### src/rtl/tdisplay_pkg.sv
// Shared definitions for the temperature-to-display converter.
// Holds the FSM state type, the fixed-point scaling constants and a helper
// that yields the largest value representable in a given number of digits.
package tdisplay_pkg;

  typedef enum logic [1:0] {IDLE, CALC, SHIFT, DONE} tdisp_state_t;

  localparam int FRAC_BITS  = 4;
  localparam int SCALE_C    = 10;
  localparam int SCALE_F    = 18;
  localparam int F_OFFSET   = 5120;
  localparam int ROUND_HALF = 8;

  // 10^nd - 1
  function automatic logic [63:0] max_digits(input int unsigned nd);
    logic [63:0] v;
    v = 64'd1;
    for (int unsigned i = 0; i < nd; i++) v = v * 64'd10;
    return v - 64'd1;
  endfunction

endpackage

### src/rtl/dabble_step.sv
// One double-dabble iteration: every BCD nibble >= 5 gets +3, then the
// accumulator shifts left by one with bit_i entering at the bottom.
// Ports:
//   bcd_i  current BCD accumulator (ND nibbles)
//   bit_i  next binary bit, MSB first
//   bcd_o  corrected and shifted accumulator; the carry out of the top
//          nibble is discarded
module dabble_step #(
  parameter int ND = 4
) (
  input  logic [4*ND-1:0] bcd_i,
  input  logic            bit_i,
  output logic [4*ND-1:0] bcd_o
);

  logic [4*ND-1:0] adj;

  always_comb begin
    adj = bcd_i;
    for (int unsigned i = 0; i < ND; i++) begin
      if (bcd_i[4*i +: 4] >= 4'd5) adj[4*i +: 4] = bcd_i[4*i +: 4] + 4'd3;
    end
    bcd_o = (4*ND)'({adj, bit_i});
  end

endmodule

### src/rtl/tdisplay_seq.sv
// Sequential temperature-to-display converter.
// Accepts a signed 1/16 degC reading plus a C/F select, scales it to rounded
// tenths of a degree, and converts to ND BCD digits one bit per cycle.
// Ports:
//   clk, rst        clock, synchronous active-high reset
//   tc, c_f, start  request (temperature, 1 = Fahrenheit), taken when ready
//   ready           high only while idle
//   dout_valid      result valid, held until dout_ready
//   bcd, sign, ovf  BCD digits (MSD in top nibble), negative flag, overflow
module tdisplay_seq
  import tdisplay_pkg::*;
#(
  parameter int TW = 13,
  parameter int ND = 4
) (
  input  logic            clk,
  input  logic            rst,
  input  logic [TW-1:0]   tc,
  input  logic            c_f,
  input  logic            start,
  output logic            ready,
  output logic            dout_valid,
  input  logic            dout_ready,
  output logic [4*ND-1:0] bcd,
  output logic            sign,
  output logic            ovf
);

  localparam int PW = TW + 5;
  localparam int RW = TW + 1;
  localparam int CW = $clog2(RW);
  localparam logic [63:0] MAXV = max_digits(ND);

  tdisp_state_t           state_q;
  logic signed [TW-1:0]   tc_q;
  logic                   cf_q;
  logic [CW-1:0]          cnt_q;
  logic [RW-1:0]          sh_q;
  logic [4*ND-1:0]        acc_q, acc_d;
  logic [4*ND-1:0]        bcd_q;
  logic                   ready_q, dv_q, sign_q, ovf_q;

  logic signed [PW-1:0]   tc_ext, x_d;
  logic [PW-1:0]          mag_d;
  logic [RW-1:0]          r_d;
  logic                   sign_d, ovf_d;

  // Scaling, magnitude and half-up rounding, consumed in CALC
  always_comb begin
    tc_ext = PW'(tc_q);
    if (cf_q) x_d = tc_ext * PW'(SCALE_F) + PW'(F_OFFSET);
    else      x_d = tc_ext * PW'(SCALE_C);
    mag_d  = x_d[PW-1] ? PW'(-x_d) : PW'(x_d);
    r_d    = RW'((mag_d + PW'(ROUND_HALF)) >> FRAC_BITS);
    // a value that rounds to zero is always shown as positive
    sign_d = x_d[PW-1] && (r_d != '0);
    ovf_d  = 64'(r_d) > MAXV;
  end

  dabble_step #(.ND(ND)) u_step (
    .bcd_i (acc_q),
    .bit_i (sh_q[RW-1]),
    .bcd_o (acc_d)
  );

  always_ff @(posedge clk) begin
    if (rst) begin
      state_q <= IDLE;
      ready_q <= 1'b1;
      dv_q    <= 1'b0;
      bcd_q   <= '0;
      sign_q  <= 1'b0;
      ovf_q   <= 1'b0;
      cnt_q   <= '0;
      sh_q    <= '0;
      acc_q   <= '0;
      tc_q    <= '0;
      cf_q    <= 1'b0;
    end else begin
      case (state_q)
        IDLE: begin
          if (start) begin
            tc_q    <= tc;
            cf_q    <= c_f;
            ready_q <= 1'b0;
            state_q <= CALC;
          end
        end
        CALC: begin
          sign_q  <= sign_d;
          ovf_q   <= ovf_d;
          sh_q    <= r_d;
          acc_q   <= '0;
          bcd_q   <= '0;
          cnt_q   <= '0;
          state_q <= SHIFT;
        end
        SHIFT: begin
          acc_q <= acc_d;
          sh_q  <= {sh_q[RW-2:0], 1'b0};
          if (cnt_q == CW'(RW - 1)) begin
            cnt_q   <= '0;
            state_q <= DONE;
          end else begin
            cnt_q <= cnt_q + 1'b1;
          end
        end
        DONE: begin
          // first DONE cycle latches the presented result; handshake after
          if (!dv_q) begin
            bcd_q <= ovf_q ? {ND{4'h9}} : acc_q;
            dv_q  <= 1'b1;
          end else if (dout_ready) begin
            dv_q    <= 1'b0;
            ready_q <= 1'b1;
            state_q <= IDLE;
          end
        end
        default: state_q <= IDLE;
      endcase
    end
  end

  assign ready      = ready_q;
  assign dout_valid = dv_q;
  assign bcd        = bcd_q;
  assign sign       = sign_q;
  assign ovf        = ovf_q;

endmodule
### config.mk
export PLATFORM = sky130hd
export DESIGN_NAME = tdisplay_seq
export DESIGN_NICKNAME = d
export VERILOG_FILES = /design/src/rtl/tdisplay_pkg.sv /design/src/rtl/dabble_step.sv /design/src/rtl/tdisplay_seq.sv
export SDC_FILE = /design/constraint.sdc
export NUM_CORES = 1
export LEC_CHECK = 0
export CAP_MARGIN = 20
export CORE_ASPECT_RATIO = 1.4
export CORE_UTILIZATION = 48
export CTS_CLUSTER_DIAMETER = 50
export DETAILED_ROUTE_END_ITERATION = 8
export MAX_ROUTING_LAYER = met4
export PLACE_DENSITY = 0.67
export SYNTH_ARGS = -nofsm -noshare
export SYNTH_HDL_FRONTEND = slang
export SYNTH_SLANG_ARGS = --single-unit
export TNS_END_PERCENT = 1
### constraint.sdc
create_clock -name clk -period 9.85 [get_ports clk]
set_input_delay 2.955 -clock clk [delete_from_list [all_inputs] [get_ports clk]]
set_output_delay 2.955 -clock clk [all_outputs]
set_load 0.01 [all_outputs]
==> results by stage <==
Layout:
- In the final layout, the share of cells above drive strength 1 is 8.51%.
- The number of antenna diodes in the final layout is 0.
- From synthesis to final layout, the design area changed by 12.7%.
- The post-layout instance area is 0.00690 mm2.
- The final standard cell count with taps included and fillers excluded is 949.
- The net count reported at finish is 875.

Timing:
- After layout, the worst path uses 65.6% of the clock period.
- The number of hold-slack violations in the final timing report is 0.
- The count of final setup violators is 0.
- Setup repair after global routing left no endpoint under its margin.
- The final critical delay including setup and external delays is 6.47 ns.
- The final-report max-slew violation count is 0.
- The final sum of negative setup slack is 0 ns.
- Headroom to the max-slew limit came out at 32.2%.
- The pin slew with the least headroom to its limit is 1.01 ns.
- The achievable clock frequency is 0.155 GHz.
- On the final layout, the worst clock skew is 0.0106 ns.

GRT:
- The via count of the first global-routing pass came to 5737.
- The first global-routing pass estimated 27700 um of wire.
- The overall routing resource usage is 26.3%.
- The number of antenna violations at the first check in global routing is 0.
- The largest net degree at the start of global routing is 71.
- After global routing the overflow that remains totals 0.

Synthesis:
- In the synthesized netlist the dominant register cell turns out to be dfxtp_1.
- Summing every instance area after synthesis gives 0.00613 mm2.
- The top cell type by area accounts for 22.9% of the synthesized area.
- The commonest cells after synthesis are 92 x nand2_1, 87 x nor2_1, 70 x dfxtp_1.
- The number of cells produced by synthesis is 774.
- The post-synthesis register bit count is 70.
- The post-synthesis cell type with the largest combined area is dfxtp_1.
- The average footprint of a synthesized cell is 7.92 um2.
- The synthesized netlist net count is 855.
- The async set or reset register ratio after synthesis is 0%.
- The synthesized design contains 0 enable-type register cells.
- The sequential share of the synthesized area is 22.9%.
- The most repeated cell in the gate-level netlist after synthesis is nand2_1.
- Ranked by total cell area, the synthesized netlist is headed by dfxtp_1 23%, ha_1 12%, nand2_1 5.6%.
- The total number of yosys warnings is 0.
- The netlist uses 97 different library cells.

Floorplanning:
- Row generation in the floorplan step produced 48 rows.
- Once the floorplan was initialized, standard cells occupied 49.5% of the core.
- The floorplan die area is 0.0132 mm2.
- The placeable core region is 0.0124 mm2.
- The die is 97.5 um wide.
- The die is 136 um tall.
- The number of placed I/O pins is 38.

Critical path:
- The data arrival time at the worst-slack endpoint is 6.65 ns.
- By startpoint and endpoint, the worst setup path is classified as flop to flop.
- The nature of the critical path startpoint is a flop.
- For the worst flop-to-flop path, the logic depth is 24.
- The worst setup path is captured at a flop.
- Of all nets on the critical path, the largest fanout is 10.
- The worst register-to-register path has a setup slack of 3.38 ns.
- The required time of the critical path is 10.04 ns.

CTS:
- The clock-pin slew of the registers on the worst-case setup and hold paths is 0.06 ns.
- The cell sitting at the root of the clock tree is a clkbuf_16.
- The number of hold-repair buffers added at the cts stage is 0.
- The post-CTS setup-driven buffer insertion count is 0.
- The clock passes through at most 2 buffers.
- The number of gates given a new drive strength after cts is 0.
- Counting the buffers created by CTS gives 9.
- The clock net in this run drives a total of 70 sinks.
- The H-tree generated during clock tree synthesis spans 3 levels.
- TritonCTS built the clock tree.
- The clock latency on the worst-skew pair is 0.34 ns.

Pwr:
- The fraction of power spent switching nets is 44.9%.
- For this design the static power due to leakage is 2.68 nW.
- The total net switching power is 0.696 mW.
- VDD sags by at most 155 uV.
- In this run, the combinational gates consume 54.3% of the power.
- In this run, the clock network consumes 22.9% of the power.
- The sequential share of power is 22.8%.
- The power density over the cells is 225 mW/mm2.
- Summing internal, switching and leakage power gives 1.55 mW.
- The internal power summed over all cells is 0.855 mW.

Drt:
- The first detailed-routing pass ran for 4 iterations.
- The average wire length per cell after detail routing is 17.1 um.
- The count of vias placed by the detailed router is 5758.
- In this run the remaining antenna-violating nets after routing total 0.
- The count of unresolved DRC violations after routing is 0.
- The first routing iteration left 253 violations.
- Using the TritonRoute via totals, the vias-per-cell ratio works out to 6.07.
- The routed design has 16200 um of wire.

Outcome:
- The run finished with clean final reports.

Placement:
- The HPWL after detailed placement is 12400 um.
- The congestion estimate from routability-driven global placement came to 0.983.
- Summing all placed instances gives a cell area of 0.00658 mm2.
- In this run the tool buffered the top-level ports with 37 buffer cells.
- The placed cell count is 933.

Min path:
- Along the worst hold path, the cell count comes to 2.
- The kind of path behind the tightest hold check is flop to flop.

Job:
- The tool flagged a number of max-cap violations equal to 0.
worst max-delay path, stage by stage (launching register included):
cell and delay (ns):
dfxtp_1 0.37, ha_1 0.31, ha_1 0.21, inv_1 0.07
fa_1 0.40, and2b_1 0.27, o21a_1 0.16, nor2_1 0.05
o21ai_1 0.27, xor2_1 0.59, a311oi_4 0.24, nor3_2 0.59
nand2_1 0.16, xor2_1 0.20, ha_1 0.23, nor3b_1 0.20
inv_1 0.10, a2111oi_0 0.37, o21bai_1 0.20, nor4_4 0.26
xor2_1 0.28, nand4b_1 0.13, or4_1 0.43, o211ai_2 0.14
a21oi_1 0.08
final cells by class:
type	instances	area (um2)
tap	150	188
fill	1174	5470
inverter	28	105
clock buffer	9	225
timing repair buffer	43	410
clock inverter	7	103
multi-input combinational	642	4470
sequential	70	1400
metrics by stage:
step / hold slack (ns) / setup slack, ns / util, %
after floorplan: 0.438 / 4.47 / -
after global placement: 0.443 / 3.70 / 53.1
after detailed placement: 0.450 / 3.46 / 53.2
after CTS: 0.462 / 3.41 / 55.8
after global routing: 0.484 / 2.83 / 55.8
final: 0.456 / 3.38 / 55.8
flip-flops by register name (all words and copies together), names as in the netlist:
name	flops
acc_q	16
bcd	16
sh_q	14
tc_q	13
cnt_q	4
state_q	2
cf_q	1
dout_valid	1
ovf	1
ready	1
sign	1
power by group through the flow:
stage	combinational (mW)	sequential [mW]	clock, mW
2_1_floorplan	0.645	0.350	0
3_3_place_gp	0.809	0.357	0
4_1_cts	0.837	0.354	0.359
6_report	0.842	0.354	0.355
5_1_grt	0.933	0.359	0.374
3_5_place_dp	0.830	0.359	0
cells by family after synthesis:
| family | Yosys count | share of synthesized area, % |
|---|---|---|
| and+or+nand+nor | 295 | 24.9 |
| AOI/OAI and AO/OA | 217 | 24.9 |
| DFF | 70 | 22.9 |
| adders and majority gates | 63 | 13.1 |
| buffers and inverters | 62 | 4.15 |
| xor gates and xnor gates | 49 | 7.00 |
| muxes | 18 | 3.08 |
worst paths after layout:
| kind | startpoint | to |
|---|---|---|
| max reg2reg | tc_q[4]$_SDFFE_PP0P_ | sign$_SDFFE_PP0P_ |
| min reg2reg | bcd[3]$_SDFFE_PP0P_ | bcd[3]$_SDFFE_PP0P_ |
| max | tc_q[4]$_SDFFE_PP0P_ | sign$_SDFFE_PP0P_ |
| min | bcd[3]$_SDFFE_PP0P_ | bcd[3]$_SDFFE_PP0P_ |
placed cells by master, fill, tap and decap left out, drive strengths merged, types with 4 or more instances in the layout:
cell            n
nand2          93
nor2           88
dfxtp          70
a21oi          67
ha             61
o21ai          50
clkdlybuf4s50  36
inv            31
xnor2          28
xor2           21
a22oi          17
nor3           17
nand3          17
mux2i          14
o211ai         13
nand4          11
nand2b         10
clkbuf          9
and3            7
buf             7
nor3b           6
and2            6
a311oi          6
a211oi          5
a32oi           5
and4            5
or2             5
o21a            4
a31oi           4
mux2            4
o21bai          4
nor4b           4
or3             4
routing by layer:
| metal | vias up | global-route usage (%) | wire, um |
|---|---|---|---|
| met5 | - | - | 0 |
| met4 | 0 | 10.9 | 515 |
| met3 | 33 | 3.20 | 353 |
| met2 | 110 | 48.7 | 8590 |
| met1 | 2755 | 28.4 | 6780 |
| li1 | 2860 | - | - |
No activity file was read; power rests on OpenSTA's default activity.
